==> config.mk <==
export PLATFORM = sky130hd
export DESIGN_NAME = conv_seq_ctrl
export DESIGN_NICKNAME = d
export VERILOG_FILES = /design/src/rtl/conv_seq_ctrl.sv
export SDC_FILE = /design/constraint.sdc
export NUM_CORES = 2
export LEC_CHECK = 0
export ABC_AREA = 1
export CORE_ASPECT_RATIO = 1.75
export CORE_UTILIZATION = 35
export DETAILED_ROUTE_END_ITERATION = 12
export PLACE_DENSITY = 0.57
export SLEW_MARGIN = 10
export SYNTH_ARGS = -nofsm -noshare
export SYNTH_HDL_FRONTEND = slang
export SYNTH_SLANG_ARGS = --single-unit
==> constraint.sdc <==
create_clock -name clk -period 6.35 [get_ports clk]
set_input_delay 0.635 -clock clk [delete_from_list [all_inputs] [get_ports clk]]
set_output_delay 0.635 -clock clk [all_outputs]
set_load 0.005 [all_outputs]
==> src/rtl/conv_seq_ctrl.sv <==
// rtl/conv_seq_ctrl.sv - 1-D convolution sequencer and MAC engine (z = x * y) for the conv AIP wrapper.
// Optional macro CONV_SAT_EN: z_data saturates to the signed DATA_WIDTH range instead of wrapping.
module conv_seq_ctrl #(
  parameter int DATA_WIDTH = 32,
  parameter int ADDR_X     = 5,
  parameter int ADDR_Z     = 6
) (
  input  logic                  clk,
  input  logic                  rst_a,
  input  logic                  start,
  input  logic [4:0]            conf_len_x,
  input  logic [4:0]            conf_len_y,
  input  logic                  conf_shape,
  output logic [ADDR_X-1:0]     x_addr,
  output logic [ADDR_X-1:0]     y_addr,
  output logic                  mem_rd,
  input  logic [DATA_WIDTH-1:0] x_data,
  input  logic [DATA_WIDTH-1:0] y_data,
  output logic [ADDR_Z-1:0]     z_addr,
  output logic [DATA_WIDTH-1:0] z_data,
  output logic                  z_we,
  output logic                  busy,
  output logic                  done
);
  localparam int AW = 2 * DATA_WIDTH;

  typedef enum logic [2:0] {
    S_IDLE, S_SETUP, S_FETCH, S_DRAIN, S_WRITE, S_FIN
  } state_t;

  state_t                r_state, w_next;
  logic [4:0]            r_lx, r_ly;
  logic                  r_full;
  logic [5:0]            r_n, r_n0, r_nend;
  logic [4:0]            r_k;
  logic                  r_rd_d, r_first_d;
  logic signed [AW-1:0]  r_acc;
  logic [5:0]            w_off, w_n0, w_nend;
  logic [4:0]            w_kmin, w_kmax;
  logic signed [AW-1:0]  w_x_ext, w_y_ext, w_prod;
  logic [DATA_WIDTH-1:0] w_z;

  // Lowest k contributing to output n: max(0, n-LY+1).
  function automatic logic [4:0] f_kmin(input logic [5:0] n, input logic [4:0] ly);
    logic [5:0] np1;
    np1 = n + 6'd1;
    f_kmin = (np1 > {1'b0, ly}) ? 5'(np1 - {1'b0, ly}) : 5'd0;
  endfunction

  assign w_off  = ({1'b0, r_ly} - 6'd1) >> 1;
  assign w_n0   = r_full ? 6'd0 : w_off;
  assign w_nend = r_full ? ({1'b0, r_lx} + {1'b0, r_ly} - 6'd2) : (w_off + {1'b0, r_lx} - 6'd1);
  assign w_kmin = f_kmin(r_n, r_ly);
  assign w_kmax = ({1'b0, r_lx} > r_n) ? 5'(r_n) : (r_lx - 5'd1);

  assign w_x_ext = {{DATA_WIDTH{x_data[DATA_WIDTH-1]}}, x_data};
  assign w_y_ext = {{DATA_WIDTH{y_data[DATA_WIDTH-1]}}, y_data};
  assign w_prod  = w_x_ext * w_y_ext;

`ifdef CONV_SAT_EN
  always_comb begin
    if (&r_acc[AW-1:DATA_WIDTH-1] || ~|r_acc[AW-1:DATA_WIDTH-1])
      w_z = r_acc[DATA_WIDTH-1:0];
    else if (r_acc[AW-1])
      w_z = {1'b1, {(DATA_WIDTH-1){1'b0}}};
    else
      w_z = {1'b0, {(DATA_WIDTH-1){1'b1}}};
  end
`else
  assign w_z = r_acc[DATA_WIDTH-1:0];
`endif

  always_ff @(posedge clk or negedge rst_a) begin
    if (!rst_a) r_state <= S_IDLE;
    else        r_state <= w_next;
  end

  always_comb begin
    w_next = r_state;
    busy   = 1'b0;
    done   = 1'b0;
    mem_rd = 1'b0;
    z_we   = 1'b0;
    x_addr = '0;
    y_addr = '0;
    z_addr = '0;
    z_data = '0;
    case (r_state)
      S_IDLE:  if (start) w_next = S_SETUP;
      S_SETUP: begin
        busy   = 1'b1;
        w_next = (r_lx == 5'd0 || r_ly == 5'd0) ? S_FIN : S_FETCH;
      end
      S_FETCH: begin
        busy   = 1'b1;
        mem_rd = 1'b1;
        x_addr = ADDR_X'(r_k);
        y_addr = ADDR_X'(r_n - {1'b0, r_k});
        if (r_k == w_kmax) w_next = S_DRAIN;
      end
      S_DRAIN: begin
        busy   = 1'b1;
        w_next = S_WRITE;
      end
      S_WRITE: begin
        busy   = 1'b1;
        z_we   = 1'b1;
        z_addr = ADDR_Z'(r_n - r_n0);
        z_data = w_z;
        w_next = (r_n >= r_nend) ? S_FIN : S_FETCH;
      end
      S_FIN: begin
        done   = 1'b1;
        w_next = S_IDLE;
      end
      default: w_next = S_IDLE;
    endcase
  end

  // Read data lags the address by one cycle, so accumulation follows a delayed copy of mem_rd.
  always_ff @(posedge clk or negedge rst_a) begin
    if (!rst_a) begin
      r_lx      <= '0;
      r_ly      <= '0;
      r_full    <= 1'b0;
      r_n       <= '0;
      r_n0      <= '0;
      r_nend    <= '0;
      r_k       <= '0;
      r_rd_d    <= 1'b0;
      r_first_d <= 1'b0;
      r_acc     <= '0;
    end else begin
      r_rd_d    <= mem_rd;
      r_first_d <= mem_rd && (r_k == w_kmin);
      if (r_rd_d) r_acc <= r_first_d ? w_prod : (r_acc + w_prod);
      case (r_state)
        S_IDLE: begin
          if (start) begin
            r_lx   <= conf_len_x;
            r_ly   <= conf_len_y;
            r_full <= conf_shape;
          end
        end
        S_SETUP: begin
          r_n    <= w_n0;
          r_n0   <= w_n0;
          r_nend <= w_nend;
          r_k    <= f_kmin(w_n0, r_ly);
        end
        S_FETCH: r_k <= r_k + 5'd1;
        S_WRITE: begin
          r_n <= r_n + 6'd1;
          r_k <= f_kmin(r_n + 6'd1, r_ly);
        end
        default: ;
      endcase
    end
  end

endmodule
; Yosys cells after proc, flatten, opt, wreduce, memory -nomap -nowiden
; Cells that the tools add are included.
[word_totals]
rom_bits = 0
latchBits = 0
register_bits = 103
elab_cells = 74
ram_bits = 0
output_inout_bits = 52
n_memories = 0
[op_classes]
multipliers = 1
n_reduce_logical = 10
muxes = 22
n_bitwise = 0
n_shift = 0
addsub = 16
eq_ne = 9
order_cmp = 5
n_div = 0
[ops]
columns = cell, count
row1 = 64-bit adder, 1
row2 = 32-bit by 32-bit multiplier with 64-bit output, 1
row3 = 64-bit two-way mux, 1
row4 = 5-bit two-way mux, 7
row5 = 32-bit two-way mux, 1
row6 = 5-bit subtractor, 4
row7 = 6-bit by 5-bit greater-than comparator with 1-bit output, 3
row8 = 3-bit case mux with 5 select lines, 1
row9 = 5-bit case mux with 3 select lines, 1
row10 = 5-bit by 5-bit adder with 6-bit output, 2
row11 = "6-bit by 1-bit adder with 6-bit output, second input constant", 2
row12 = 3-bit two-way mux, 4
row13 = 6-bit two-way mux, 2
row14 = 6-bit case mux with 2 select lines, 1
row15 = 5-bit equality test, 2
row16 = 5-bit zero test, 2
row17 = "5-bit by 1-bit adder with 6-bit output, second input constant", 1
row18 = "3-bit by 2-bit equality test with 1-bit output, second input constant", 2
row19 = "3-bit equality test, second input constant", 2
row20 = 6-bit >= comparator, 1
row21 = 5-bit by 6-bit greater-than comparator with 1-bit output, 1
row22 = "5-bit by 1-bit subtractor with 6-bit output, second input constant", 1
row23 = "6-bit by 1-bit subtractor with 6-bit output, second input constant", 1
row24 = "6-bit by 2-bit subtractor with 6-bit output, second input constant", 1
row25 = 13 further kinds, 18

; Depth between registers and ports, before layout
[depth]
word_depth = 6
ltp_mapped = 47
ltp_nobuf = 45

; Least setup slack after synthesis
; No wires, ideal clock.
[synth_timing]
kind = input -> register
from = input y_data[12]
to = register r_acc[31]
setup_ps = 117
t_arrival_ps = 8224
required_time_ps = 6233
n_path_buf = 2
cell_stages = 39
slack_ps = -1991
path_cell_list = clkbuf_1 -> buf_1 -> nand2_1 -> fa_1 -> inv_1 -> fa_1 -> fa_1 -> inv_1 -> fa_1 -> inv_1 -> fa_1 -> inv_1 -> fa_1 -> inv_1 -> fa_1 -> inv_1 -> fa_1 -> inv_1 -> [3 not listed] -> nand2_1 -> or3_1 -> o2111ai_1 -> nand2_1 -> ha_1 -> inv_1 -> nor3_1 -> nand2_1 -> nor4_1 -> nand2_1 -> nand2_1 -> nand2_1 -> nand3_1 -> nand3_1 -> nand2_1 -> nand2_1 -> nand3_1 -> nand2_1
[synth_between]
elab_chain_cells = 3
[synth_rtl]
columns = element, line
row1 = start: declaration, 18  ; input logic [DATA_WIDTH-1:0] y_data,
row2 = 32-bit by 32-bit multiplier with 64-bit output *, 58  ; assign w_prod = w_x_ext * w_y_ext;
row3 = 64-bit adder, 136  ; if (r_rd_d) r_acc <= r_first_d ? w_prod : (r_acc + w_prod);
row4 = 64-bit two-way mux *, 136
row5 = end signal: assignment, 136
row6 = end: declaration, 37  ; logic signed [AW-1:0] r_acc;
; Every way passes the cells marked *; elsewhere a longest branch is shown, timed or not.
; A chain may end at the register's enable or synchronous reset.

; Final worst setup path
[layout_timing]
from = input y_data[18]
to = register r_acc[31]
; Same word-level chain as after synthesis.

==> metrics.md <==
| Metric | Value |
|---|---|
| Outcome | finished with violations |
| Violated checks | setup timing |
| Final worst setup slack | -1.85 ns |
| Post-route DRC violation count | 0 |
| Vias | 24018 |
| Top cell by count, worst path | sky130_fd_sc_hd__fa_1 |
| First-pass iteration count of the detailed router | 7 |
| Final worst hold slack | 0.178 ns |
| Critical Path RT | 6.60 ns |
| Kind of start point of the critical path | primary input |
| Number of nets in the synthesized netlist | between 4000 and 5000 |
| Slew at the pin with the worst max-slew slack | approximately 0.77 ns |
| Placement row count | 128 |
| Number of warning messages in the yosys log | 0 |
| Inserted Clock Buffers | 9 |
| Die span in x | between 200 and 250 um |
| Summed instance area of the synthesized netlist | 24700 sq um |
| Drt total wl | 95.7 mm |
| Maximum clock frequency | 122 MHz |
| Number of cells in the finished layout apart from fillers | 4948 |
| Fin nets | 4769 |
| Core Util, Final | 49.7% |
| Seq/Total Area, Yosys | 7.09% |
| Max Cap Violations | 0 |
| Cell total after placement | ~4800 |
| Area share of the largest cell type after synthesis | roughly a third |
| Inserted Diodes | 0 |
| Boundary Pins | 130 |
| Grt met2 use | 52.1% |
| Global-route wire length before repair | 145 mm |
| Share of flip-flops with an asynchronous set or reset | 100% |
| Final antenna-violating net count | 0 |
| Layer with the highest usage after global routing | met2 |
| Time the worst path needs with I/O delays and setup | 8.20 ns |
| Area contributors post-synth | sky130_fd_sc_hd__fa_1 (34%), sky130_fd_sc_hd__inv_1 (16%), sky130_fd_sc_hd__nand2_1 (14%) |
| Global Route met3 Usage | roughly 3.5% |
| Global-route congestion overflow total | 0 |
| Initial antenna violation count | 0 |
| Post-synth top flop | sky130_fd_sc_hd__dfrtp_1 |
| Number of global-route vias before repair | around 26000 |
| Initial core utilization | 35.5% |
| Max Buffers Root-to-Sink | 2 |
| Final count of pins violating max slew | 0 |
| Crit path max fanout | 6 |
| Post-Synthesis Cells | 3484 |
| Total number of H-tree levels | 3 |
| Setup repair after global routing missed its margin | yes |
| Register bit count reported by yosys | 70 |
| Skew-Pair Late Insertion Delay | 0.36 ns |
| HPWL Detailed | 74.7 mm |
| Worst Path Arrival | approximately 8.5 ns |
| CTS clock-pin slew for the worst setup and hold paths | 0.06 ns |
| Mean instance size in the synthesized netlist | 7.09 sq um |
| CORE AREA | 69700 sq um |
| Global placement routability congestion | 0.957 |
| Largest area contributor in the netlist | sky130_fd_sc_hd__fa_1 |
| Fill cell instance count of the final layout | 6724 |
| Area of the die | ~72000 sq um |
| Max_slew headroom | 48.7% |
| Area growth from synthesis to final layout | 40.1% |
| CTS Root Cell | sky130_fd_sc_hd__clkbuf_16 |
| Global-route met1 utilization | 24.0% |
| Number of DRC violations after detailed-routing iteration 0 | 1113 |
| Via density per instance | 4.85 |
| Crit path kind | in -> reg |
| WL per Instance | about 19 um |
| Final Hold Vio Count | 0 |
| Number of synthesized flops with an enable pin | 0 |
| Layout cell share with drive strength beyond 1 | 26.3% |
| Hold Crit Class | in -> async |
| Final period utilization | 129% |
| Final setup skew | 0.0110 ns |
| Number of setup violations in the final report | 22 |
| Count of port buffers added during placement | 129 |
| CTS sink count | 70 |
| Worst path slowest cell | sky130_fd_sc_hd__fa_1 |
| Total track usage | 27.1% |
| Die Y-Extent | between 300 and 400 um |
| Critical Path End Type | flop |
| CTS tree | done |
| Slowest cell delay on critical path | 0.56 ns |
| Synth unique cells | 55 |
| Maximum number of pins on one net before global-route repair | 53 |
==> registers in the layout, indices dropped and copies added (netlist names) <==
register	cells
r_rd_d	1
r_acc	32
r_ly	5
r_lx	5
r_n	6
r_full	1
r_nend	6
r_n0	5
r_state	3
r_first_d	1
r_k	5
==> final timing paths <==
kind | startpoint | to | slack, ns | cells after the start
worst min-delay path | rst_a | r_acc[12]$_DFFE_PN0P_ | 0.18 | 1
worst min register to register | r_n0[0]$_DFFE_PN0P_ | r_n0[0]$_DFFE_PN0P_ | 0.49 | 2
min in group clk | r_n0[0]$_DFFE_PN0P_ | r_n0[0]$_DFFE_PN0P_ | 0.49 | 2
worst max register to register | r_ly[1]$_DFFE_PN0P_ | r_k[4]$_DFFE_PN0P_ | 2.42 | 16
max in group asynchronous | rst_a | r_acc[24]$_DFFE_PN0P_ | 5.12 | 2
worst max-delay path | y_data[18] | r_acc[31]$_DFFE_PN0P_ | -1.85 | 39
==> cells by family after synthesis <==
| kind of cell | share of synthesized area (%) |
|---|---|
| AO/OA/AOI/OAI | 7.00 |
| XOR/XNOR | 2.29 |
| adder cells (fa/ha/maj) | 46.0 |
| buffers and inverters | 18.4 |
| flip-flops | 7.09 |
| multiplexers | 0.0861 |
| AND/OR/NAND/NOR | 19.2 |
==> cell usage in the layout (no fill, tap or decap), types with 73 or more instances in the layout <==
master / n
sky130_fd_sc_hd__ha_4: 73
sky130_fd_sc_hd__nand2_1: 802
sky130_fd_sc_hd__buf_4: 387
sky130_fd_sc_hd__clkdlybuf4s50_1: 83
sky130_fd_sc_hd__ha_1: 167
sky130_fd_sc_hd__nand3_1: 96
sky130_fd_sc_hd__inv_1: 953
sky130_fd_sc_hd__inv_2: 101
sky130_fd_sc_hd__buf_6: 90
sky130_fd_sc_hd__nor2_1: 114
sky130_fd_sc_hd__fa_1: 371
==> per-layer routing <==
metal  wire length, um  share of wire (%)
met1             29000                 30
met2             51900                 54
met3              4170                4.4
met4             10700                 11
met5                 0                  0
==> cell type report <==
cell class	count	area [sq um]	area share, %
Inverter	1063	4000	11.6
Tap cell	910	1140	3.29
Timing Repair Buffer	668	6520	18.8
Sequential cell	70	1750	5.06
Clock buffer	11	243	0.701
Multi-Input combinational cell	2221	20900	60.4
Clock inverter	5	42.5	0.123
==> synth_stat cells (2+ instances only) <==
| cell type | instances |
|---|---|
| sky130_fd_sc_hd__xor2_1 | 31 |
| sky130_fd_sc_hd__or2_2 | 6 |
| sky130_fd_sc_hd__o21ai_1 | 10 |
| sky130_fd_sc_hd__inv_2 | 7 |
| sky130_fd_sc_hd__a21oi_1 | 117 |
| sky130_fd_sc_hd__a31oi_1 | 15 |
| sky130_fd_sc_hd__nand2_2 | 5 |
| sky130_fd_sc_hd__o21ai_0 | 95 |
| sky130_fd_sc_hd__or2_0 | 3 |
| sky130_fd_sc_hd__a21oi_2 | 3 |
| sky130_fd_sc_hd__nor3_1 | 23 |
| sky130_fd_sc_hd__inv_1 | 1051 |
| sky130_fd_sc_hd__xnor2_1 | 28 |
| sky130_fd_sc_hd__nor2_1 | 137 |
| sky130_fd_sc_hd__nand4_1 | 9 |
| sky130_fd_sc_hd__nor4_1 | 2 |
| sky130_fd_sc_hd__o21bai_1 | 7 |
| sky130_fd_sc_hd__fa_1 | 416 |
| sky130_fd_sc_hd__xor2_2 | 3 |
| sky130_fd_sc_hd__a211oi_1 | 2 |
| sky130_fd_sc_hd__and2_1 | 3 |
| sky130_fd_sc_hd__o21a_1 | 5 |
| sky130_fd_sc_hd__clkinv_1 | 5 |
| sky130_fd_sc_hd__o221ai_1 | 4 |
| sky130_fd_sc_hd__ha_1 | 242 |
| sky130_fd_sc_hd__o211ai_1 | 10 |
| sky130_fd_sc_hd__clkbuf_2 | 2 |
| sky130_fd_sc_hd__o22ai_1 | 10 |
| sky130_fd_sc_hd__a22oi_1 | 4 |
| sky130_fd_sc_hd__a21boi_0 | 2 |
| sky130_fd_sc_hd__a21o_1 | 6 |
| sky130_fd_sc_hd__dfrtp_1 | 70 |
| sky130_fd_sc_hd__buf_2 | 16 |
| sky130_fd_sc_hd__o21ai_2 | 4 |
| sky130_fd_sc_hd__nand3b_1 | 3 |
| sky130_fd_sc_hd__nand2_1 | 891 |
| sky130_fd_sc_hd__o2111ai_1 | 3 |
| sky130_fd_sc_hd__buf_4 | 8 |
| sky130_fd_sc_hd__buf_1 | 12 |
| sky130_fd_sc_hd__a21boi_2 | 2 |
| sky130_fd_sc_hd__clkbuf_1 | 91 |
| sky130_fd_sc_hd__nand3_1 | 108 |
==> worst max-delay path, delay by kind of cell <==
| family | cells | cell delay [ns] |
|---|---|---|
| adders and majority gates | 10 | 4.61 |
| and+or+nand+nor | 17 | 1.99 |
| AOI/OAI and AO/OA | 1 | 0.08 |
| buffers and inverters | 11 | 1.13 |
==> timing repair <==
item,4_1_cts,5_1_grt
pin swaps,220,189
hold buffers,0,0
setup endpoints to repair,24,24
gates cloned,10,1
resized for setup,522,214
buffers inserted,128,47
==> per-stage QoR <==
step	area [sq um]	setup TNS, ns	worst slack (ns)
floorplan	25800	-17.64	-1.41
global placement	30600	-46.89	-2.60
detailed placement	30600	-47.11	-2.58
CTS	33700	-27.16	-1.81
global route	34600	-33.51	-2.28
finish	34600	-27.67	-1.85
Power is left out: the tool's default activity adds up to more than one toggle a clock period on the data nets, which glitch-free logic cannot reach.
